`config.mk`:
```
export PLATFORM = sky130hd
export DESIGN_NAME = rsa_modexp_core_flat
export DESIGN_NICKNAME = d
export VERILOG_FILES = /design/src/rtl/rsa_modexp_core_if.sv /design/src/rtl/rsa_modexp_core.sv /design/src/flat_wrapper.sv
export SDC_FILE = /design/constraint.sdc
export NUM_CORES = 2
export LEC_CHECK = 0
export ABC_AREA = 1
export CAP_MARGIN = 20
export CORE_UTILIZATION = 55
export DETAILED_ROUTE_END_ITERATION = 10
export MAX_ROUTING_LAYER = met4
export PLACE_DENSITY = 0.8
export RECOVER_POWER = 100
export SYNTH_ARGS = -nofsm -noshare
export SYNTH_HDL_FRONTEND = slang
export SYNTH_SLANG_ARGS = --single-unit
```
`constraint.sdc`:
```
create_clock -name clk -period 24.5 [get_ports clk]
set_clock_uncertainty 0.2 [all_clocks]
set_input_delay 7.35 -clock clk [delete_from_list [all_inputs] [get_ports clk]]
set_output_delay 7.35 -clock clk [all_outputs]
set_load 0.02 [all_outputs]
```
`src/rtl/rsa_modexp_core_if.sv`:
```
// Operand/status bundle between the operand memory, the exponentiator and the result latch.
// Latency: none, wires only.
// Backpressure: none; the host watches busy and only pulses go when the engine is idle.
interface rsa_modexp_core_if #(
    parameter int BITS = 64
);
    logic            go;
    logic            abort;
    logic [BITS-1:0] X;
    logic [BITS-1:0] E;
    logic [BITS-1:0] N;
    logic [BITS-1:0] R2;
    logic            busy;
    logic            done;
    logic            err;
    logic [BITS-1:0] Z;

    modport master (output go, abort, X, E, N, R2, input busy, done, err, Z);
    modport slave  (input go, abort, X, E, N, R2, output busy, done, err, Z);
endinterface

```
`src/rtl/rsa_modexp_core.sv`:
```
// Montgomery modular exponentiation Z = X^E mod N, bit-serial radix-2 MontMul, left-to-right square-and-multiply.
// Latency: done at accept + 1 + (BITS+1)*(3 + BITS + popcount(E)); err at accept + 2.
// Backpressure: go ignored while busy; abort drops the run without a done/err pulse.
module rsa_modexp_core #(
    parameter int BITS = 64
) (
    input  logic              clk,
    input  logic              reset,
    rsa_modexp_core_if.slave  bus
);
    localparam int CW = $clog2(BITS + 1);
    localparam int IW = $clog2(BITS);
    localparam int TW = BITS + 2;

    localparam logic [BITS-1:0] ONE = {{(BITS-1){1'b0}}, 1'b1};

    typedef enum logic [2:0] {
        IDLE, CONV_X, CONV_ONE, SQR, MUL, FINAL, DONE
    } state_t;

    state_t          r_state, w_next;

    logic [BITS-1:0] r_e, r_n, r_r2;     // captured operands
    logic [BITS-1:0] r_xm;               // X in Montgomery form
    logic [BITS-1:0] r_a;                // running accumulator, final result after FINAL
    logic [BITS-1:0] r_ash;              // A operand of the current MontMul, consumed LSB first
    logic [TW-1:0]   r_t;                // MontMul partial sum
    logic [CW-1:0]   r_cnt;              // cycles left in the current MontMul (0 = correction)
    logic [IW-1:0]   r_idx;              // exponent bit being processed
    logic [BITS-1:0] r_z;
    logic            r_busy, r_done, r_err;

    logic            w_start, w_op_end, w_idx_dec, w_done_p, w_err_p, w_bad;
    logic [BITS-1:0] w_b, w_res;
    logic [TW-1:0]   w_sum, w_sum_q, w_t_step;

    // An even modulus (zero included) has no Montgomery inverse of 2.
    assign w_bad = ~r_n[0];

    // MontMul datapath: B operand select, one radix-2 step and the final conditional subtract.
    always_comb begin
        w_b = r_a;
        case (r_state)
            CONV_X, CONV_ONE: w_b = r_r2;
            MUL:              w_b = r_xm;
            FINAL:            w_b = ONE;
            default:          w_b = r_a;
        endcase
        w_sum    = r_t + (r_ash[0] ? {2'b00, w_b} : {TW{1'b0}});
        w_sum_q  = w_sum[0] ? (w_sum + {2'b00, r_n}) : w_sum;
        w_t_step = w_sum_q >> 1;
        w_res    = (r_t >= {2'b00, r_n}) ? BITS'(r_t - {2'b00, r_n}) : r_t[BITS-1:0];
    end

    // State register.
    always_ff @(posedge clk or posedge reset) begin
        if (reset) r_state <= IDLE;
        else       r_state <= w_next;
    end

    // Next state and per-cycle control strobes; abort overrides everything outside IDLE.
    always_comb begin
        w_next    = r_state;
        w_start   = 1'b0;
        w_op_end  = 1'b0;
        w_idx_dec = 1'b0;
        w_done_p  = 1'b0;
        w_err_p   = 1'b0;
        if (r_state != IDLE && bus.abort) begin
            w_next = IDLE;
        end else begin
            case (r_state)
                IDLE: if (bus.go) begin
                    w_start = 1'b1;
                    w_next  = CONV_X;
                end
                CONV_X: if (w_bad) begin
                    w_next = DONE;
                end else if (r_cnt == '0) begin
                    w_op_end = 1'b1;
                    w_next   = CONV_ONE;
                end
                CONV_ONE: if (r_cnt == '0) begin
                    w_op_end = 1'b1;
                    w_next   = SQR;
                end
                SQR: if (r_cnt == '0) begin
                    w_op_end = 1'b1;
                    if (r_e[r_idx]) begin
                        w_next = MUL;
                    end else begin
                        w_idx_dec = 1'b1;
                        w_next    = (r_idx == '0) ? FINAL : SQR;
                    end
                end
                MUL: if (r_cnt == '0) begin
                    w_op_end  = 1'b1;
                    w_idx_dec = 1'b1;
                    w_next    = (r_idx == '0) ? FINAL : SQR;
                end
                FINAL: if (r_cnt == '0) begin
                    w_op_end = 1'b1;
                    w_next   = DONE;
                end
                DONE: begin
                    w_done_p = ~w_bad;
                    w_err_p  = w_bad;
                    w_next   = IDLE;
                end
                default: w_next = IDLE;
            endcase
        end
    end

    // Operand capture, MontMul stepping and op-to-op hand-off of results.
    always_ff @(posedge clk or posedge reset) begin
        if (reset) begin
            r_e   <= '0;
            r_n   <= '0;
            r_r2  <= '0;
            r_xm  <= '0;
            r_a   <= '0;
            r_ash <= '0;
            r_t   <= '0;
            r_cnt <= '0;
            r_idx <= '0;
        end else if (w_start) begin
            r_e   <= bus.E;
            r_n   <= bus.N;
            r_r2  <= bus.R2;
            r_ash <= bus.X;
            r_t   <= '0;
            r_cnt <= CW'(BITS);
            r_idx <= IW'(BITS - 1);
        end else if (w_op_end) begin
            r_t   <= '0;
            r_cnt <= CW'(BITS);
            if (r_state == CONV_X) begin
                r_xm  <= w_res;
                r_ash <= ONE;
            end else begin
                r_a   <= w_res;
                r_ash <= w_res;
            end
            if (w_idx_dec)
                r_idx <= (r_idx == '0) ? IW'(BITS - 1) : r_idx - 1'b1;
        end else if (r_state inside {CONV_X, CONV_ONE, SQR, MUL, FINAL} && r_cnt != '0) begin
            r_t   <= w_t_step;
            r_ash <= r_ash >> 1;
            r_cnt <= r_cnt - 1'b1;
        end
    end

    // Status and result; busy lags the accept by one edge and falls on the closing edge.
    always_ff @(posedge clk or posedge reset) begin
        if (reset) begin
            r_busy <= 1'b0;
            r_done <= 1'b0;
            r_err  <= 1'b0;
            r_z    <= '0;
        end else begin
            r_busy <= (r_state != IDLE) && (w_next != IDLE);
            r_done <= w_done_p;
            r_err  <= w_err_p;
            if (w_done_p)     r_z <= r_a;
            else if (w_err_p) r_z <= '0;
        end
    end

    assign bus.busy = r_busy;
    assign bus.done = r_done;
    assign bus.err  = r_err;
    assign bus.Z    = r_z;
endmodule

```
`src/flat_wrapper.sv`:
```
// flat-port wrapper written by rule: the top's interface ports become plain ports
module rsa_modexp_core_flat 
#(
    parameter int BITS = 64
)
  (clk, reset, bus_go, bus_abort, bus_X, bus_E, bus_N, bus_R2, bus_busy, bus_done, bus_err, bus_Z);
  rsa_modexp_core_if #(.BITS(BITS)) bus_i ();
  input  logic clk;
  input  logic reset;
  input wire logic [$bits(bus_i.go)-1:0] bus_go;
  input wire logic [$bits(bus_i.abort)-1:0] bus_abort;
  input wire logic [$bits(bus_i.X)-1:0] bus_X;
  input wire logic [$bits(bus_i.E)-1:0] bus_E;
  input wire logic [$bits(bus_i.N)-1:0] bus_N;
  input wire logic [$bits(bus_i.R2)-1:0] bus_R2;
  output wire logic [$bits(bus_i.busy)-1:0] bus_busy;
  output wire logic [$bits(bus_i.done)-1:0] bus_done;
  output wire logic [$bits(bus_i.err)-1:0] bus_err;
  output wire logic [$bits(bus_i.Z)-1:0] bus_Z;
  assign bus_i.go = bus_go;
  assign bus_i.abort = bus_abort;
  assign bus_i.X = bus_X;
  assign bus_i.E = bus_E;
  assign bus_i.N = bus_N;
  assign bus_i.R2 = bus_R2;
  assign bus_busy = bus_i.busy;
  assign bus_done = bus_i.done;
  assign bus_err = bus_i.err;
  assign bus_Z = bus_i.Z;
  rsa_modexp_core #(.BITS(BITS)) u_core (.clk(clk), .reset(reset), .bus(bus_i));
endmodule
```
==> results.md <==
* Distinct cell type count of the synthesized netlist at 52
* Number of DRC markers after the initial detailed-route iteration at approximately 7300
* Required @ worst endpoint at around 25000 ps
* Reg-to-reg setup timing slack at approximately 14000 ps
* Number of nets in the layout at about 6600
* Starting density of the core at 0.560
* Worst setup path class: in -> reg
* Highest net fanout along the worst path at 143
* Site row count at 96
* DR vias/cell at 6.29
* CTS tree: built
* First-pass GRT wire length at roughly 260000 µm
* Slew of the pin with the lowest slew margin at about 6300 ps
* Number of maximum-capacitance constraint violations at 18
* Most used standard cell by instance count after synthesis: sky130_fd_sc_hd__nand2_1
* Post-route ant nets at 0
* Clock sink total at between 500 and 600
* Proportion of netlist area held by the largest area contributor at 0.344
* Root buffer selected by CTS: sky130_fd_sc_hd__clkbuf_16
* Startpoint of the lowest-slack register-to-register path: u_core.r_state[0]
* Startpoint type of the worst setup path: primary input
* Worst reg2reg path endpoint: u_core.r_ash[38]
* Wire length after detailed routing at 175000 µm
* Worst-case setup margin in the final layout at between 7000 and 8000 ps
* Main flop type after synthesis: sky130_fd_sc_hd__dfrtp_1
* Worst Hold Endpoint: u_core.r_e[40]
* Post-Place Worst Slack at 13130 ps
* Vertical die dimension at 267 µm
* Cell depth of the worst hold path at 2
* Cell count after synthesis at about 6000
* TNS Setup at 0 ps
* Number of enable flip-flop cells after synthesis at 0
* Largest net degree at the start of global routing at 145
* Finish-stage setup viols at 0
* Number of failing hold endpoints at the final stage at 0
* Number of placed instances, taps included at between 6000 and 7000
* Floorplan Core Area at 69100 µm²
* Floorplan die area at roughly 71000 µm²
* HPWL after detailed placement at roughly 130000 µm
* Arrival @ worst endpoint at around 18000 ps
* Antenna violations before repair at 5
* Sequential share of the synthesized area at 0.344
* Fraction of final layout cells with drive strength greater than 1 at 0.0255
* Overflow left after global routing at 0
* Ys Warns at 0
* Detailed Routing Iterations Pass 1 at 9
* Clock Pin Slew Worst Setup and Hold Paths at ~60 ps
* Type of the tightest min-delay check: reg -> reg
* Via count of the first global-routing pass at approximately 43000
* Element type at the critical path end: flip-flop
* Synthesized flop and latch total at roughly 530
* Post-synth design cell area at 38700 µm²
* Port Buffers at ~330
* Relative max-transition margin at -3.25
* Die W at approximately 270 µm
* Remaining design rule violation count at 0
* DR WL/cell at around 25 µm
* Final cycle utilization of the critical path at 0.702
* Critical path startpoint: bus_go
* Worst Reg-to-Reg Cells at 12
* CTS Buf Count at 59
* Avg Cell Area, Syn at around 6.6 µm²
* Pins over their slew limit at between 1000 and 1500
* Last weighted congestion value of the routability-driven placer at 1.10
* Final Instance Count excl. Fillers at between 7000 and 8000
* Run status: finished, violations left
* Number of fill cells in the layout at 5948
* Share of synthesized flip-flops with an asynchronous set or reset at 1.00
* Post-CTS setup repair buffer count at 0
* Net count of the mapped netlist at about 6400
* Violations in the final reports: max-capacitance violations, max-slew violations
* Area growth from synthesis to layout at 15.3%
* Clock latency on the worst-skew pair at a little under 700 ps
* PostCTS Resize Cnt at 0
* Bufs on Longest Clock Path at 3
* Commonest cells in the netlist: sky130_fd_sc_hd__nand2_1 (1589), sky130_fd_sc_hd__inv_1 (861), sky130_fd_sc_hd__o21ai_0 (654)
* Main area contributors after synthesis: sky130_fd_sc_hd__dfrtp_1 (34%), sky130_fd_sc_hd__nand2_1 (15%), sky130_fd_sc_hd__o21ai_0 (8.5%)
* Time the worst path needs with I/O delays and setup at roughly 17000 ps
* Hold_buf cts at 0
* Top-level I/O count at 327
* Tot GR Track Use at 0.499
* Cell type with the largest total area after synthesis: sky130_fd_sc_hd__dfrtp_1
* Worst Hold Launch: u_core.r_e[40]
* Setup repair after global routing missed its margin: false
* # H-tree levels at 2
* Count of vias placed by the detailed router at 44700
* Post-layout utilization of the core at 0.645
* Achievable frequency at ~58 MHz
cell type report:
type	count	area [µm²]	share of cell area
clock buffers	78	1680	0.0376
inverters	870	3280	0.0735
flip-flops and latches	532	13300	0.299
repair buffers	359	3460	0.0777
multi-input cells	4300	21300	0.478
diodes	6	15.0	0.000337
well taps	931	1160	0.0261
clock inverters	29	349	0.00783
flip-flops by register name, summed over array words and instances (netlist names):
signal,cells
u_core.r_t,65
u_core.bus.Z,64
u_core.r_a,64
u_core.r_ash,64
u_core.r_e,64
u_core.r_n,64
u_core.r_r2,64
u_core.r_xm,64
u_core.r_cnt,7
u_core.r_idx,6
u_core.r_state,3
u_core.bus.busy,1
u_core.bus.done,1
u_core.bus.err,1
worst max path at each step:
| stage | endpoint |
|---|---|
| 4_1_cts | u_core.r_ash[38] |
| 3_5_place_dp | u_core.r_ash[38] |
| 3_3_place_gp | u_core.r_ash[46] |
| 6_report | u_core.r_ash[38] |
| 2_1_floorplan | u_core.bus.Z[0] |
| 5_1_grt | u_core.r_ash[38] |
kinds of logic after synthesis:
| kind of cell | synth area share |
|---|---|
| AO/OA/AOI/OAI | 0.188 |
| adder cells (fa/ha/maj) | 0.0640 |
| buffers and inverters | 0.105 |
| flip-flops | 0.344 |
| AND/OR/NAND/NOR | 0.281 |
| XOR/XNOR | 0.0181 |
through the flow:
stage               instance area, µm²  hold WS, ps
finish                           44600          278
global placement                 42600          256
detailed placement               42600          261
global route                     44600          297
CTS                              44600          277
floorplan                        38700          241
layer usage:
layer,vias to the layer above,part of all wire,track usage
li1,19500,-,-
met1,20900,0.37,0.619
met2,3548,0.43,0.744
met3,718,0.13,0.129
met4,0,0.069,0.268
met5,-,0,-
worst max-delay path: stages:
cell	delay [ps]
sky130_fd_sc_hd__dlygate4sd3_1	580
sky130_fd_sc_hd__nand2_2	60
sky130_fd_sc_hd__clkbuf_1	1310
sky130_fd_sc_hd__inv_8	1260
sky130_fd_sc_hd__clkbuf_1	2600
sky130_fd_sc_hd__clkbuf_1	3200
sky130_fd_sc_hd__nand2_1	550
sky130_fd_sc_hd__nand2_1	270
sky130_fd_sc_hd__inv_1	70
sky130_fd_sc_hd__a21oi_1	130
placed cells by master, fill, tap and decap left out, drive strengths merged, types with 20 or more instances in the layout:
master and count:
o21ai 657, o211ai 50, clkbuf 91, dfrtp 532
nor2 575, nand4 42, a21o 26, dlygate4sd3 70
inv 868, a21oi 467, nand2 1592, clkdlybuf4s50 256
a22oi 21, nand3 376, xnor2 32, xor2 48
o22ai 50, ha 193, buf 20, o21bai 26
nor3 47
Power is left out: the tool's default activity adds up to more than one toggle a clock period on the data nets, which glitch-free logic cannot reach.
